[config.mk]
export PLATFORM = sky130hd
export DESIGN_NAME = serial_adder
export DESIGN_NICKNAME = d
export VERILOG_FILES = /design/src/rtl/serial_adder_pkg.sv /design/src/rtl/serial_adder_digit_adder.sv /design/src/rtl/serial_adder.sv
export SDC_FILE = /design/constraint.sdc
export NUM_CORES = 1
export LEC_CHECK = 0
export ABC_AREA = 1
export CORE_MARGIN = 2
export CORE_UTILIZATION = 40
export CTS_CLUSTER_SIZE = 40
export DETAILED_ROUTE_END_ITERATION = 12
export GPL_ROUTABILITY_DRIVEN = 0
export PLACE_DENSITY = 0.73
export SLEW_MARGIN = 20
export SYNTH_ARGS = -nofsm -noshare
export SYNTH_HDL_FRONTEND = slang
export SYNTH_SLANG_ARGS = --single-unit
[constraint.sdc]
create_clock -name clk -period 5.75 [get_ports clk]
set_input_delay 0.575 -clock clk [delete_from_list [all_inputs] [get_ports clk]]
set_output_delay 0.575 -clock clk [all_outputs]
set_load 0.005 [all_outputs]
[src/rtl/serial_adder_pkg.sv]
// serial_adder_pkg: shared FSM state encoding and default operand/digit sizes
package serial_adder_pkg;
  localparam int DEF_WIDTH = 16;
  localparam int DEF_DIGIT = 4;
  typedef enum logic [1:0] {S_IDLE = 2'd0, S_RUN = 2'd1, S_DONE = 2'd2} state_t;
endpackage

[src/rtl/serial_adder_digit_adder.sv]
// digit_adder: DIGIT-bit ripple of full-adder cells; a/b/ci in, s sum, co carry-out, cmsb carry into MSB
module digit_adder
  import serial_adder_pkg::*;
#(
  parameter int DIGIT = DEF_DIGIT
) (
  input  logic [DIGIT-1:0] a,
  input  logic [DIGIT-1:0] b,
  input  logic             ci,
  output logic [DIGIT-1:0] s,
  output logic             co,
  output logic             cmsb
);
  logic [DIGIT:0] c;
  assign c[0] = ci;
  for (genvar i = 0; i < DIGIT; i++) begin : g_fa
    assign s[i]   = a[i] ^ b[i] ^ c[i];
    assign c[i+1] = (a[i] & b[i]) | (c[i] & (a[i] ^ b[i]));
  end
  assign co   = c[DIGIT];
  assign cmsb = c[DIGIT-1];
endmodule

[src/rtl/serial_adder.sv]
// serial_adder: digit-serial add/sub; in_valid/in_ready + a,b,cin,sub in, out_valid/out_ready + sum,cout,ovf out
module serial_adder
  import serial_adder_pkg::*;
#(
  parameter int WIDTH = DEF_WIDTH,
  parameter int DIGIT = DEF_DIGIT
) (
  input  logic             clk,
  input  logic             rst_n,
  input  logic             in_valid,
  output logic             in_ready,
  input  logic [WIDTH-1:0] a,
  input  logic [WIDTH-1:0] b,
  input  logic             cin,
  input  logic             sub,
  output logic             out_valid,
  input  logic             out_ready,
  output logic [WIDTH-1:0] sum,
  output logic             cout,
  output logic             ovf
);
  localparam int NDIG = WIDTH / DIGIT;
  localparam int CW = NDIG > 1 ? $clog2(NDIG) : 1;
  if (WIDTH % DIGIT != 0 || NDIG < 1) begin : g_chk
    $error("serial_adder: WIDTH must be a positive multiple of DIGIT");
  end
  state_t state;
  logic [WIDTH-1:0] op_a, op_b, nxt_a;
  logic [CW-1:0] cnt;
  logic carry, d_co, d_cmsb, last;
  logic [DIGIT-1:0] d_s;
  digit_adder #(.DIGIT(DIGIT)) u_dig (
    .a(op_a[DIGIT-1:0]),
    .b(op_b[DIGIT-1:0]),
    .ci(carry),
    .s(d_s),
    .co(d_co),
    .cmsb(d_cmsb)
  );
  // op_a shifts out digits at the bottom while result digits enter at the top,
  // so after NDIG digits it holds the complete result in place.
  assign nxt_a = WIDTH'({d_s, op_a} >> DIGIT);
  assign last = cnt == CW'(NDIG - 1);
  assign in_ready = state == S_IDLE;
  assign out_valid = state == S_DONE;
  always_ff @(posedge clk or negedge rst_n) begin
    if (!rst_n) begin
      state <= S_IDLE;
      op_a  <= '0;
      op_b  <= '0;
      cnt   <= '0;
      carry <= 1'b0;
      sum   <= '0;
      cout  <= 1'b0;
      ovf   <= 1'b0;
    end else begin
      case (state)
        S_IDLE: if (in_valid) begin
          op_a  <= a;
          op_b  <= sub ? ~b : b;
          carry <= sub ? 1'b1 : cin;
          cnt   <= '0;
          state <= S_RUN;
        end
        S_RUN: begin
          op_a  <= nxt_a;
          op_b  <= op_b >> DIGIT;
          carry <= d_co;
          cnt   <= cnt + 1'b1;
          if (last) begin
            sum   <= nxt_a;
            cout  <= d_co;
            ovf   <= d_cmsb ^ d_co;
            state <= S_DONE;
          end
        end
        S_DONE: if (out_ready) state <= S_IDLE;
        default: state <= S_IDLE;
      endcase
    end
  end
endmodule
# Word level (Yosys, flattened, before mapping)
# Index checks and enable logic that the tools add are counted.
totals:
  out_inout_bits: 20
  reg_bits: 55
classes:
  bitwise_logic: 22
  n_addsub: 1
  mux: 14
  eq_ne: 6
  n_reduce_logical: 5
op_table:
  columns: ["op", "n"]
  rows:
  - ["$pmux 16 s2", 2]
  - ["$mux 16", 3]
  - ["$not 16->16", 1]
  - ["$xor 1x1->1", 9]
  - ["$and 1x1->1", 8]
  - ["$mux 2", 4]
  - ["$pmux 2 s3", 1]
  - ["$eq 2x2->1 const B", 2]
  - ["$ne 2x2->1 const B", 2]
  - ["$or 1x1->1", 4]
  - ["$pmux 2 s2", 1]
  - ["$reduce_and 2->1", 2]
  - ["$reduce_and 3->1", 1]
  - ["$add 2x1->2 const B", 1]
  - ["$eq 2x1->1 const B", 1]
  - ["$logic_not 2->1", 1]
  - ["$mux 1", 2]
  - ["$ne 2x1->1 const B", 1]
  - ["$pmux 1 s2", 1]
  - ["$reduce_bool 2->1", 1]

# Logic depth before layout (Yosys ltp)
# Gate-level depths: netlist (run 1).
depth:
  ltp_word: 10
  depth_mapped: 10

# By module
# Synthesis (run 1) repeated with hierarchy kept, for this count alone.
hier_totals:
  cells_unflattened: 343
  hier_area_um2: 2741.4
modules_own_cells:
  columns: ["mod", "area_per_inst_um2", "n_inst", "seq_area_each_um2", "cells_each"]
  rows:
  - ["serial_adder", 2631.3, 1, 1376.3, 331]
  - ["digit_adder", 110.1, 1, 0.0, 12]

# Least setup slack after synthesis (run 1)
# Ideal clock, no wire load.
synth_timing:
  path_type: "reg-to-reg"
  from: "reg op_a[0]"
  to: "reg op_a[15]"
  setup_slack_ns: 3.646
  synth_period_minus_slack_ns: 2.104
  stages_incl_launch_ff: 11
  arrival_ns: 2.039
  cell_sequence: "dfrtp_1 -> inv_1 -> fa_1 -> inv_1 -> fa_1 -> fa_1 -> inv_1 -> fa_1 -> nand2_1 -> nand2_1 -> nand2_1"
synth_via:
  elab_chain_len: 9
  elab_cells_between_ends: 10
synth_rtl:
  columns: ["element", "line_no", "rtl"]
  rows:
  - ["from (decl)", "serial_adder.sv:28", "logic [WIDTH-1:0] op_a, op_b, nxt_a;"]
  - ["from (signal assigned)", "serial_adder.sv:66", "op_a <= nxt_a;"]
  - ["$xor 1x1->1", "serial_adder_digit_adder.sv:18", "assign c[i+1] = (a[i] & b[i]) | (c[i] & (a[i] ^ b[i]));"]
  - ["$and 1x1->1", "serial_adder_digit_adder.sv:18", null]
  - ["$or 1x1->1 *", "serial_adder_digit_adder.sv:18", null]
  - ["$and 1x1->1 *", "serial_adder_digit_adder.sv:18", null]
  - ["$or 1x1->1 *", "serial_adder_digit_adder.sv:18", null]
  - ["$and 1x1->1 *", "serial_adder_digit_adder.sv:18", null]
  - ["$or 1x1->1 *", "serial_adder_digit_adder.sv:18", null]
  - ["$xor 1x1->1 *", "serial_adder_digit_adder.sv:17", "assign s[i] = a[i] ^ b[i] ^ c[i];"]
  - ["$pmux 16 s2 *", "serial_adder.sv:57", "case (state)"]
# Mark *: on every way between the ends. The rest lies on a longest branch, timed or not.
# A chain may end at the register's enable or synchronous reset.

# Worst setup path in the final report (run 1)
layout_timing:
  from: "reg state[0]"
  to: "reg sum[0]"
layout_via:
  elab_chain_len: 2
layout_rtl:
  columns: ["element", "line_no", "rtl"]
  rows:
  - ["from (decl)", "serial_adder.sv:27", "state_t state;"]
  - ["from (signal assigned)", "serial_adder.sv:48", "state <= S_IDLE;"]
  - ["from (signal assigned)", "serial_adder.sv:63", "state <= S_RUN;"]
  - ["from (signal assigned)", "serial_adder.sv:74", "state <= S_DONE;"]
  - ["$eq 2x1->1", "serial_adder.sv:57", null]
  - ["$reduce_and 2->1 (no source line)", null, null]
  - ["to (signal assigned)", "serial_adder.sv:71", "sum <= nxt_a;"]
  - ["to (decl)", "serial_adder.sv:18", "output logic [WIDTH-1:0] sum,"]
# No other way between the ends.

==> impl_metrics.env, run 1 <==
export IMPL_reg2regPathDepth=5
export IMPL_post_cts_resized=0
export IMPL_start_kind="register"
export IMPL_cpMaxStageDelayCell="dfrtp_1"
export IMPL_powerDensity_mw_per_mm2=519.0
export IMPL_ys_ff_latch=55
export IMPL_ys_warn_count=0
export IMPL_grt_pass1_vias=2192
export IMPL_dp_hpwl_mm=4.228
export IMPL_max_freq_ghz=0.4053
export IMPL_grt_max_degree=56
export IMPL_dieArea_mm2=0.007676
export IMPL_arrival_ns=2.66
export IMPL_ios=58
export IMPL_clock_sinks=55
export IMPL_n_antenna_cell=0
export IMPL_cap_violations=0
export IMPL_crit_required_ns=5.95
export IMPL_path_clk_slew_ns=0.10
export IMPL_grt_usage=0.1637
export IMPL_fin_crit_sh=0.4291
export IMPL_drc=0
export IMPL_timing_slew_headroom=0.3723
export IMPL_max_vdd_ir_drop_v=0.0001961
export IMPL_firstDrtPassIters=4
export IMPL_routed_wl_mm=5.911
export IMPL_clock_latency_ns=0.31
export IMPL_yosysSeqAreaShare=0.4922
export IMPL_rsz0062_at_grt="false"
export IMPL_final_cell_mix="nand2_1 (156), clkdlybuf4s50_1 (56), dfrtp_1 (55), inv_1 (49), nor2_1 (32)"
export IMPL_crit_chain="nand2_1 > inv_2 > nand2_4 > nand2_1 > o21ai_1"
export IMPL_ctsLongestPathBuffers=2
export IMPL_final_hold_violation_count=0
export IMPL_via_per_inst=4.559
export IMPL_htree_levels=2
export IMPL_core_mm2=0.006794
export IMPL_p_leak_nw=1.826
export IMPL_critPathMaxStageDelay_ns=0.79
export IMPL_antenna_found_initial=0
export IMPL_drt_iter0_markers=128
export IMPL_status="finished clean"
export IMPL_cp_max_fo=37
export IMPL_n_fill_cell=684
export IMPL_area_sequential_mm2=0.001376
export IMPL_r2r_start="state[0]$_DFFE_PN0P_"
export IMPL_synthCells=377
export IMPL_grt_pass1_wl_mm=9.832
export IMPL_setup_viol=0
export IMPL_synth_cell_types=19
export IMPL_cts_tree="done"
export IMPL_clock_skew_ns=0.008984
export IMPL_fin_crit_ns=2.467
export IMPL_post_cts_setup_buffer_count=0
export IMPL_syn_nets=420
export IMPL_path_depth=5
export IMPL_startpoint="state[0]$_DFFE_PN0P_"
export IMPL_crit_top_cell="nand2_1"
export IMPL_synth_avg_cell_area_um2=7.418
export IMPL_overflow=0
export IMPL_multiInputGateArea_mm2=0.001131
export IMPL_hold_buffers=0
export IMPL_worst_pin_slew_ns=0.9392
export IMPL_rows=30
export IMPL_via_count=2380
export IMPL_hold_path_class="input port to async pin"
export IMPL_drive_gt1_frac=0.03521
export IMPL_die_h_um=87.61
export IMPL_crit_buf_inv=1
export IMPL_ant_nets=0
export IMPL_layout_commonest_cell="nand2_1"
export IMPL_port_buffers=57
export IMPL_start_util=0.4116
export IMPL_end_kind="register"
export IMPL_avgRoutedWirePerCell_um=11.32
export IMPL_setup_tns_ns=0
export IMPL_tritoncts_num_buffers=5
export IMPL_die_width_um=87.61
export IMPL_critPathKind="register to register"
export IMPL_finalMaxSlewViolations=0
export IMPL_cts_root_buf="clkbuf_8"
export IMPL_dpl_cell_area_mm2=0.003400
export IMPL_cp_top_family="simple AND/OR/NAND/NOR gates"
export IMPL_fin_nets=468
export IMPL_syn2layout_area_growth_pct=24.61
export IMPL_synth_area_mm2=0.002796
export IMPL_fin_area_mm2=0.003485
[final cells by class]
class	count	area share
sequential	55	0.3950
multi-input combinational	253	0.3246
timing repair buffer	59	0.1666
inverter	51	0.05494
tap	96	0.03447
clock buffer	6	0.02083
clock inverter	2	0.003591
[layer usage]
| layer | track usage | share of wire |
|---|---|---|
| met1 | 0.2102 | 0.46 |
| met2 | 0.2775 | 0.47 |
| met4 | 0.04615 | 0.011 |
| met3 | 0.03864 | 0.058 |
| met5 | 0 | 0 |
[cells by family after synthesis]
| logic type | synth area share |
|---|---|
| AOI/OAI and AO/OA | 0.04877 |
| adders and majority gates | 0.03311 |
| xor gates and xnor gates | 0.01566 |
| and+or+nand+nor | 0.3069 |
| DFF | 0.4922 |
| buffers and inverters | 0.1034 |
[state kept, by name (all words and copies together), names as in the netlist]
register / flops
carry: 1
cnt: 2
cout: 1
op_a: 16
op_b: 16
ovf: 1
state: 2
sum: 16
[report_power, final]
group / internal, W / total, W / leakage (nW) / switching (W)
Sequential: 0.000575 / 0.000696 / 0.679 / 0.000122
Clock: 0.0000854 / 0.000210 / 0.0412 / 0.000124
Combinational: 0.000381 / 0.000903 / 1.11 / 0.000522
[stage by stage]
step | std cells | setup WS (ns) | hold slack, ns | util | total power [W]
floorplan | 377 | 3.646 | 0.2794 | - | 0.001313
global placement | 514 | 3.384 | 0.4626 | 0.5004 | 0.001582
detailed placement | 514 | 3.296 | 0.4650 | 0.5004 | 0.001615
CTS | 522 | 3.286 | 0.4052 | 0.5129 | 0.001828
global route | 522 | 2.999 | 0.4419 | 0.5129 | 0.001992
finish | 522 | 3.283 | 0.3724 | 0.5129 | 0.001809
[Yosys cell counts (all sizes together)]
library cell	count	area, µm²
nand3	27	135.1
nor2	33	126.4
xnor2	4	35.03
fa	4	80.08
o31ai	1	7.510
inv	51	191.4
clkbuf	2	7.510
xor2	1	8.760
dfrtp	55	1376
nand2	157	596.8
o21ai	25	128.9
buf	16	90.09
ha	1	12.51
[worst paths after layout]
| kind | end | slack, ns |
|---|---|---|
| setup / recovery | sum[0]$_DFFE_PN0P_ | 3.28 |
| hold / removal | sum[5]$_DFFE_PN0P_ | 0.37 |
| setup reg to reg | sum[0]$_DFFE_PN0P_ | 3.28 |
| hold reg to reg | op_b[0]$_DFFE_PN0P_ | 0.48 |
| max in group asynchronous | carry$_DFFE_PN0P_ | 4.91 |
| min in group clk | op_b[0]$_DFFE_PN0P_ | 0.48 |
[worst reg2reg max path, delay by kind of cell (launching register included)]
kind | cells | cell delay, ns
DFF | 1 | 0.79
and+or+nand+nor | 3 | 1.15
AOI/OAI and AO/OA | 1 | 0.07
buffers and inverters | 1 | 0.33
No activity file was read; power rests on OpenSTA's default activity.
==> run 2: changes to the inputs <==
--- a/config.mk
+++ b/config.mk
@@ -11,7 +11,7 @@
 export CTS_CLUSTER_SIZE = 40
 export DETAILED_ROUTE_END_ITERATION = 12
 export GPL_ROUTABILITY_DRIVEN = 0
-export PLACE_DENSITY = 0.73
+export PLACE_DENSITY = 0.75
 export SLEW_MARGIN = 20
 export SYNTH_ARGS = -nofsm -noshare
 export SYNTH_HDL_FRONTEND = slang
==> constraint.sdc (replaced) <==
create_clock -name clk -period 2.1 [get_ports clk]
set_input_delay 0.21 -clock clk [delete_from_list [all_inputs] [get_ports clk]]
set_output_delay 0.21 -clock clk [all_outputs]
set_load 0.005 [all_outputs]
==> impl_metrics.env, run 2 (synthesis results as in run 1) <==
export IMPL_fin_crit_sh=1.007
export IMPL_fin_crit_ns=2.115
export IMPL_start_kind="register"
export IMPL_overflow=0
export IMPL_status="complete, but fails checks"
export IMPL_via_per_inst=4.554
export IMPL_ant_nets=0
export IMPL_ctsLongestPathBuffers=2
export IMPL_start_util=0.4116
export IMPL_finalNonFillerCells=531
export IMPL_worst_pin_slew_ns=0.6763
export IMPL_grt_busiest_layer="met2"
export IMPL_syn2layout_area_growth_pct=29.35
export IMPL_grt_use_met1=0.2184
export IMPL_grt_usage=0.1736
export IMPL_grt_pass1_wl_mm=10.56
export IMPL_grt_util_met2=0.3010
export IMPL_timing_slew_headroom=0.5491
export IMPL_port_buffers=57
export IMPL_cts_root_buf="clkbuf_8"
export IMPL_cp_max_fo=2
export IMPL_firstDrtPassIters=4
export IMPL_dieArea_mm2=0.007676
export IMPL_layout_commonest_cell="nand2_1"
export IMPL_powerDensity_mw_per_mm2=1455
export IMPL_fin_nets=477
export IMPL_critPathKind="register to register"
export IMPL_setup_ws_ns=-0.01465
export IMPL_dpl_cell_count=519
export IMPL_routed_wl_mm=5.944
export IMPL_finalMaxSlewViolations=0
export IMPL_clock_skew_ns=0.008702
export IMPL_core_mm2=0.006794
export IMPL_htree_levels=2
export IMPL_grt_pass1_vias=2464
export IMPL_clock_latency_ns=0.31
export IMPL_die_width_um=87.61
export IMPL_rrSetupSlack_ns=-0.01
export IMPL_via_count=2418
export IMPL_final_hold_violation_count=0
export IMPL_grt_max_degree=50
export IMPL_ios=58
export IMPL_tritoncts_num_buffers=5
export IMPL_drc=0
export IMPL_p_leak_nw=1.886
export IMPL_setup_viol=1
export IMPL_hold_path_class="input port to register"
export IMPL_n_antenna_cell=0
export IMPL_cts_tree="done"
export IMPL_arrival_ns=2.37
export IMPL_rsz0062_at_grt="true"
export IMPL_drt_iter0_markers=129
export IMPL_rows=30
export IMPL_path_clk_slew_ns=0.10
export IMPL_largestRegisters="op_a (16), op_b (16), sum (16)"
export IMPL_met3_usage=0.03770
export IMPL_drive_gt1_frac=0.07586
export IMPL_avgRoutedWirePerCell_um=11.19
export IMPL_max_vdd_ir_drop_v=0.0005657
export IMPL_end_kind="register"
export IMPL_dp_hpwl_mm=4.293
export IMPL_antenna_found_initial=0
export IMPL_cap_violations=0
export IMPL_crit_required_ns=2.36
export IMPL_violations="negative setup slack"
export IMPL_final_cell_mix="nand2_1 (156), clkdlybuf4s50_1 (56), dfrtp_1 (55), inv_1 (44), nor2_1 (32)"
export IMPL_max_freq_ghz=0.4729
export IMPL_total_power_w=0.005262
export IMPL_die_h_um=87.61
export IMPL_clock_sinks=55
-- run 2: critical path, stage by stage (launching register included) --
cell     delay [ns]
dfrtp_1        0.41
inv_2          0.07
fa_2           0.20
inv_2          0.04
fa_2           0.33
fa_2           0.35
inv_2          0.06
fa_2           0.43
nand2_1        0.08
nand2_1        0.05
nand2_1        0.05
-- run 2: final cells by class --
| class | count | area (µm²) |
|---|---|---|
| sequential | 55 | 1376 |
| fill | 676 | 3177 |
| multi-input combinational | 253 | 1141 |
| timing repair buffer | 68 | 675.6 |
| tap | 96 | 120.1 |
| clock buffer | 5 | 68.82 |
| clock inverter | 3 | 43.79 |
| inverter | 51 | 191.4 |
-- run 2: repair_timing --
item	CTS	global route
hold endpoints to repair	28	0
setup endpoints to repair	3	4
gates resized for setup	8	1
pin swaps	5	5
hold buffers	1	0
setup buffers	3	0
-- run 2: stage by stage --
stage	setup TNS, ns	hold WS, ns	cell area [µm²]	utilization	setup slack (ns)
final	-0.01465	0.4682	3617	0.5324	-0.01465
after global routing	-0.2254	0.4806	3617	0.5324	-0.1059
after CTS	-0.1136	0.4653	3617	0.5324	-0.06045
after detailed placement	-0.2474	0.2893	3465	0.5099	-0.08593
after global placement	-0.008634	0.2869	3465	0.5099	-0.008634
after floorplan	0	-0.08559	2799	-	0.04419
-- run 2: where the power goes --
part / total [W] / internal (W) / switching (W) / leakage (nW)
sequential: 0.00188 / 0.00157 / 0.000302 / 0.679
combinational: 0.00268 / 0.00119 / 0.00149 / 1.15
clock: 0.000700 / 0.000355 / 0.000345 / 0.0581
-- run 2: final timing paths --
| kind | from | end | cells after the start |
|---|---|---|---|
| worst max-delay path | op_b[0]$_DFFE_PN0P_ | op_a[15]$_DFFE_PN0P_ | 10 |
| worst min-delay path | out_ready | state[1]$_DFFE_PN0P_ | 2 |
| worst max register to register | op_b[0]$_DFFE_PN0P_ | op_a[15]$_DFFE_PN0P_ | 10 |
| worst min register to register | op_a[11]$_DFFE_PN0P_ | op_a[11]$_DFFE_PN0P_ | 2 |
| max in group asynchronous | rst_n | op_b[11]$_DFFE_PN0P_ | 3 |
| min in group asynchronous | rst_n | sum[2]$_DFFE_PN0P_ | 2 |
-- run 2: metal layers --
metal  wire length (µm)  vias up
met5                  0        -
met4                 82        0
met3                336        9
met2               2860       72
met1               2665     1100
li1                   -     1237
